`src/rtl/uart_rx_buffer.sv`:
```
`default_nettype none
// ============================================================================
// Module      : uart_rx_buffer
// Description : Receive-side buffer behind the UART receiver. Each word
//               presented with rx_done is captured into a show-ahead FIFO
//               that the command decoder drains over valid/ready. Receiver
//               framing errors (rising edges) are counted in a saturating
//               counter, and dropped words set a sticky overflow flag. Both
//               status items are cleared by clear_status.
// Ports       : clock, reset        - clock, synchronous active-high reset
//               rx_data, rx_done    - received word and its one-cycle strobe
//               rx_framing_error    - receiver framing-error level
//               rd_data, rd_valid   - head-of-FIFO word, FIFO non-empty
//               rd_ready            - consumer takes rd_data this cycle
//               count               - occupancy, 0..DEPTH
//               overflow            - sticky: word dropped on full FIFO
//               error_count         - saturating framing-error event count
//               clear_status        - clears overflow and error_count
// Revision    : 1.0 - initial release
// ============================================================================
module uart_rx_buffer #(
   parameter int WIDTH = 9,
   parameter int DEPTH = 8,
   parameter int ERR_W = 8
) (
   input  logic                     clock,
   input  logic                     reset,
   input  logic [WIDTH-1:0]         rx_data,
   input  logic                     rx_done,
   input  logic                     rx_framing_error,
   output logic [WIDTH-1:0]         rd_data,
   output logic                     rd_valid,
   input  logic                     rd_ready,
   output logic [$clog2(DEPTH):0]   count,
   output logic                     overflow,
   output logic [ERR_W-1:0]         error_count,
   input  logic                     clear_status
);

   localparam int                 PTR_W      = $clog2(DEPTH);
   localparam int                 CNT_W      = PTR_W + 1;
   localparam logic [CNT_W-1:0]   FULL_COUNT = CNT_W'(DEPTH);
   localparam logic [CNT_W-1:0]   ONE_COUNT  = CNT_W'(1);
   localparam logic [ERR_W-1:0]   ERR_MAX    = '1;

   logic [WIDTH-1:0] mem [DEPTH];
   logic [PTR_W-1:0] wr_ptr;
   logic [PTR_W-1:0] rd_ptr;
   logic [PTR_W-1:0] rd_ptr_next;
   logic             fe_prev;

   logic             pop;
   logic             push;
   logic             drop;
   logic             full;
   logic             fe_edge;
   logic [WIDTH-1:0] head_next;

   // Valid is derived from the registered occupancy, so no rx_* input can
   // reach any output combinationally.
   assign rd_valid    = (count != '0);
   assign full        = (count == FULL_COUNT);
   assign pop         = rd_valid && rd_ready;
   // A pop frees a slot in the same cycle, so a full FIFO still accepts a word.
   assign push        = rx_done && (!full || pop);
   assign drop        = rx_done && full && !pop;
   assign rd_ptr_next = rd_ptr + PTR_W'(1);
   assign fe_edge     = rx_framing_error && !fe_prev;

   // Show-ahead head register: the value rd_data must show after this edge.
   // When the FIFO holds a single word that is popped while a new word
   // arrives, the new word is not in storage yet, so bypass it from rx_data.
   always_comb begin
      head_next = rd_data;
      if (push && (count == '0)) begin
         head_next = rx_data;
      end else if (pop) begin
         if (count == ONE_COUNT) begin
            if (push) begin
               head_next = rx_data;
            end
         end else begin
            head_next = mem[rd_ptr_next];
         end
      end
   end

   // Storage carries no reset; pointers and count define which entries are live.
   always_ff @(posedge clock) begin
      if (!reset && push) begin
         mem[wr_ptr] <= rx_data;
      end
   end

   always_ff @(posedge clock) begin
      if (reset) begin
         wr_ptr  <= '0;
         rd_ptr  <= '0;
         count   <= '0;
         rd_data <= '0;
      end else begin
         rd_data <= head_next;
         if (push) begin
            wr_ptr <= wr_ptr + PTR_W'(1);
         end
         if (pop) begin
            rd_ptr <= rd_ptr_next;
         end
         case ({push, pop})
            2'b10:   count <= count + ONE_COUNT;
            2'b01:   count <= count - ONE_COUNT;
            default: count <= count;
         endcase
      end
   end

   // Status: a same-cycle event wins over clear_status, so nothing is lost.
   always_ff @(posedge clock) begin
      if (reset) begin
         fe_prev     <= 1'b0;
         overflow    <= 1'b0;
         error_count <= '0;
      end else begin
         fe_prev <= rx_framing_error;
         if (clear_status) begin
            overflow    <= drop;
            error_count <= fe_edge ? ERR_W'(1) : '0;
         end else begin
            if (drop) begin
               overflow <= 1'b1;
            end
            if (fe_edge && (error_count != ERR_MAX)) begin
               error_count <= error_count + ERR_W'(1);
            end
         end
      end
   end

endmodule
`default_nettype wire

```
`config.mk`:
```
export PLATFORM = sky130hd
export DESIGN_NAME = uart_rx_buffer
export DESIGN_NICKNAME = d
export VERILOG_FILES = /design/src/rtl/uart_rx_buffer.sv
export SDC_FILE = /design/constraint.sdc
export NUM_CORES = 1
export LEC_CHECK = 0
export BUFFER_PORTS_ARGS = -buffer_cell sky130_fd_sc_hd__clkbuf_2
export CORE_MARGIN = 8
export CORE_UTILIZATION = 55
export CTS_CLUSTER_SIZE = 14
export DETAILED_ROUTE_END_ITERATION = 12
export PLACE_DENSITY = 0.71
export REMOVE_ABC_BUFFERS = 1
export SETUP_SLACK_MARGIN = 0.1
export SLEW_MARGIN = 20
export SYNTH_ARGS = -nofsm -noshare
export SYNTH_HDL_FRONTEND = slang
export SYNTH_SLANG_ARGS = --single-unit
```
`constraint.sdc`:
```
create_clock -name clock -period 3.7 [get_ports clock]
set_input_delay 0.555 -clock clock [delete_from_list [all_inputs] [get_ports clock]]
set_output_delay 0.555 -clock clock [all_outputs]
set_load 0.005 [all_outputs]
```
## Word level (Yosys, flattened, before mapping)

Memories as Yosys holds them, arrays and structs flattened.
Index checks and enable logic that the tools add are counted.

| cells by class | value |
|---|---|
| bitwise operators | 0 |
| add/sub/neg operators | 5 |
| shift operators | 0 |
| reduce and logical (&&, ||, !) cells | 20 |
| eq/ne operators | 6 |
| multipliers | 0 |
| muxes and demuxes | 12 |
| div/mod/pow operators | 0 |
| magnitude comparators | 0 |

Operators by type and width:

| cell | number |
|---|---|
| 9-bit two-way mux | 4 |
| 8-bit two-way mux | 2 |
| 8-bit by 1-bit adder with 8-bit output, second input constant | 1 |
| 1-bit logical AND | 8 |
| 8-bit != test, second input constant | 1 |
| 4-bit case mux with 2 select lines | 1 |
| 2-bit nonzero test | 4 |
| 3-bit by 1-bit adder with 3-bit output, second input constant | 2 |
| 1-bit two-way mux | 5 |
| 4-bit by 1-bit adder with 4-bit output, second input constant | 1 |
| 4-bit by 1-bit equality test with 1-bit output, second input constant | 1 |
| 4-bit equality test, second input constant | 1 |
| 1-bit zero test | 4 |
| 4-bit zero test | 1 |
| 4-bit nonzero test | 1 |
| 4-bit by 1-bit subtractor with 4-bit output, second input constant | 1 |
| 3-bit != test, second input constant | 1 |
| 2-bit by 1-bit equality test with 1-bit output, second input constant | 1 |
| 2-bit equality test, second input constant | 1 |
| 2-bit AND reduction | 1 |
| 1-bit logical OR | 1 |

| word-level totals | value |
|---|---|
| ROM bits | 0 |
| input port bits | 15 |
| word-level logic and storage cells | 51 |
| bits in registers | 29 |
| output and inout port bits | 23 |
| bits in writable memories | 72 |
| memories | 1 |
| bits in latches | 0 |

Memories:

| memory | words | bits a word | rd ports | clocked after memory_dff | write ports | RTL line | source |
|---|---|---|---|---|---|---|---|
| mem | 8 | 9 | 1 | 0 | 1 | 46 | `logic [WIDTH-1:0] mem [DEPTH];` |

## Logic depth before layout (Yosys ltp)

| depth | value |
|---|---|
| depth after elaboration | 8 |
| depth in mapped cells | 11 |
| mapped depth without buffers | 11 |

## Worst setup path after synthesis

Ideal clock, no wire load.

| timing path | value |
|---|---|
| path kind | register to register |
| start point | reg count[0] |
| end point | mem mem[0][0] (enable) |
| period minus slack after synthesis | 2.459 ns |
| setup slack | 1.241 ns |
| path buffers | 0 |
| required time | 3.313 ns |
| library setup time | 0.387 ns |
| stages on the path, launching flop included | 7 |
| data arrival time | 2.073 ns |
| path through | dfxtp_1 -> inv_1 -> ha_1 -> nand4bb_1 -> nand2_1 -> or3_1 -> nor3_1 |

| on the way | value |
|---|---|
| cells in the longest elaborated chain, start to end | 7 |
| elaborated cells between the ends (all ways) | 9 |
| classes of those cells | eq/ne: 1; mux: 2; reduce/logical: 6 |

RTL lines:

| element | RTL line | source |
|---|---|---|
| start, declared | 34 | `output logic [$clog2(DEPTH):0] count,` |
| start signal, assigned | 110 | `2'b10: count <= count + ONE_COUNT;` |
| start signal, assigned | 111 | `2'b01: count <= count - ONE_COUNT;` |
| start signal, assigned | 112 | `default: count <= count;` |
| 4-bit equality test or 4-bit nonzero test (tied branches) | 62, 61 |  |
| 1-bit zero test or 1-bit logical AND (tied branches) | 65, 63 |  |
| 1-bit logical OR * | 65 | `assign push = rx_done && (!full \|\| pop);` |
| 1-bit logical AND * | 65 |  |
| 1-bit logical AND * | 90 | `if (!reset && push) begin` |
| 1-bit two-way mux * | 90 |  |
| 1-bit two-way mux (implied by the code) * | 91 | `mem[wr_ptr] <= rx_data;` |
| end, declared | 46 |  |

Mark *: on every way between the ends. The rest lies on a longest branch, timed or not.

## Worst setup path after layout

| timing path | value |
|---|---|
| start point | reg count[0] |
| end point | mem mem[2][7] (enable) |

Same word-level chain as after synthesis.

==> results.toml <==
[timing]
drv_slew = 0
finalCritPeriodShare = 0.704
worst_clock_skew_ps = 16.0
max_freq_mhz = 384
hold_viol = 0
tightest_slew_ps = 841
rsz0062_at_grt = "false"
relSlewSlack = 0.438
layout_min_cycle_time_ps = 2600
tns_ps = 0
setup_violations = 0
setup_ws_ps = 1100

[cells_and_area]
drive_above_1_share = 0.283
finalCoreUtilization = 0.626
antenna_cells = 0
multiInputGateArea_mm2 = 0.00148
filler_cell_count = 596
final_cell_count_no_fill = 424
regArea_mm2 = 0.00274
area_growth_syn_to_layout_pct = 11.3
num-nets-final = 340
finalInstanceArea_mm2 = 0.00481

[logic_synthesis]
yosysTopAreaCellShare = 0.500
yosysUniqueCellTypes = 44
synth-seq-area-share = 0.635
syn_inst = 269
synth_common_cells = "edfxtp_1, dfxtp_1, nor2_1, nand3b_1, mux4_2"
ys_ff_latch = 101
yosysMostFrequentCell = "edfxtp_1"
yosys_warnings = 0
syn_avg_cell_area_um2 = 16.1
ys.flop_type = "edfxtp_1"
synth_largest_area_cell = "edfxtp_1"
synth_edf_count = 72
async_flop_share = 0
syn_area_mm2 = 0.00432
synthTopCellsByArea = "edfxtp_1, dfxtp_1, mux4_2"

[setup_path]
cp.arrival_ps = 2580
required_ps = 3680
cp-start-kind = "register"
crit_path_max_fanout = 9
path_class = "register to register"
endpoint_kind = "register"

[clock_network]
clock_latency_ps = 360
cts_tree = "built"
cts_root_buffer = "clkbuf_8"
cts.sinks = 101
cts_resized = 0
clk_path_buf_depth = 2
postCtsSetupBuffers = 0
numCtsBuffers = 9
cts.htree.levels = 3
clk_pin_slew_worst_paths_ps = 100
ctsHoldBuffers = 0

[power_and_ir_drop]
power_density_mw_per_mm2 = 593
power.leakage_nw = 1.67
peakVddDrop_v = 0.000239

[global_route]
grt_pass1_vias = 2497
grt_max_degree = 24
grt_pass1_wl_um = 13300
grt-ovfl-total = 0
grt_use_total = 0.155
grt_antenna_before_repair = 0

[drt]
drtIter0Drc = 124
via_count = 2378
wire_per_inst_um = 19.2
drc = 0
dr.pass1.iters = 4
avgViaCountPerCell = 5.61
drt-total-wl_um = 8140
drtAntennaViolNets = 0

[floorplan]
core-area_mm2 = 0.00769
io_pins = 38
initial_core_util = 0.562
rows = 32
fp.dieW_um = 105
dieArea_mm2 = 0.0109
die_h_um = 105

[place]
gp_congestion = 0.770
port_buffers = 37
dp_hpwl_um = 5460
pre_cts_slack_ps = 1120
dpl-instance-area_mm2 = 0.00464
dp_cells = 408

[status]
status = "finished, final reports clean"

[hold_path]
hold_class = "input port to register"

[run]
max-cap-violations = 0
## metrics by stage
stage / hold WS (ps) / power, mW
CTS: 439 / 2.88
global route: 447 / 3.01
global placement: 452 / 2.24
finish: 456 / 2.85
detailed placement: 455 / 2.26
floorplan: 434 / 1.97
## state kept, by name, summed over array words and instances, names as in the netlist
register and flops:
count 4, mem 72, fe_prev 1, wr_ptr 3, overflow 1, rd_data 9, rd_ptr 3, error_count 8
## cells in the final DEF, fill, tap and decap left out, types with 4 or more instances in the layout
master	instances
mux4_2	14
a21oi_1	7
nand3b_1	19
xnor2_1	4
nand2_1	5
mux4_1	4
inv_1	6
nor2_1	21
clkbuf_8	9
mux2i_1	11
buf_4	11
o221ai_2	9
ha_1	8
xor2_1	9
edfxtp_1	72
clkbuf_2	37
nand3_1	5
dfxtp_1	29
## final timing paths
path,startpoint,end,slack [ps],cells past startpoint
worst min register to register,rd_ptr[1]$_SDFFE_PP0P_,rd_ptr[1]$_SDFFE_PP0P_,470,2
worst min-delay path,rx_framing_error,fe_prev$_SDFF_PP0_,460,2
worst max-delay path,count[0]$_SDFFE_PP0P_,mem[2][7]$_DFFE_PP_,1100,6
worst max register to register,count[0]$_SDFFE_PP0P_,mem[2][7]$_DFFE_PP_,1100,6
## area by class of cell
cell class / count / share of cell area
clock inverters: 6 / 0.00963
clock buffers: 10 / 0.0265
inverters: 6 / 0.00468
multi-input cells: 151 / 0.307
flip-flops and latches: 101 / 0.570
well taps: 102 / 0.0265
repair buffers: 48 / 0.0557
## routing by layer
layer  share of wire  track usage
met5               0            0
met4          0.0084       0.0520
met3           0.036       0.0375
met2            0.49        0.247
met1            0.47        0.204
## critical path, stage by stage, from the launching register on
cell	delay, ps
dfxtp_1	460
inv_1	100
ha_1	240
nand4bb_1	200
nand2_1	160
or3_1	390
nor2_1	660
## cell families (layout without fill, tap and decap cells)
logic type | Yosys count | count (layout) | synth area share
AOI/OAI and AO/OA | 27 | 27 | 0.0605
muxes | 29 | 29 | 0.123
adders and majority gates | 8 | 8 | 0.0232
xor gates and xnor gates | 14 | 14 | 0.0327
DFF | 101 | 101 | 0.635
buffers and inverters | 17 | 70 | 0.0237
and+or+nand+nor | 73 | 73 | 0.102
## report_power, final
| part | internal [mW] | switching [mW] | total, mW |
|---|---|---|---|
| Combinational | 0.410 | 0.473 | 0.883 |
| Sequential | 1.28 | 0.0529 | 1.33 |
| Clock | 0.251 | 0.381 | 0.632 |
Power figures use the tool's default switching activity.
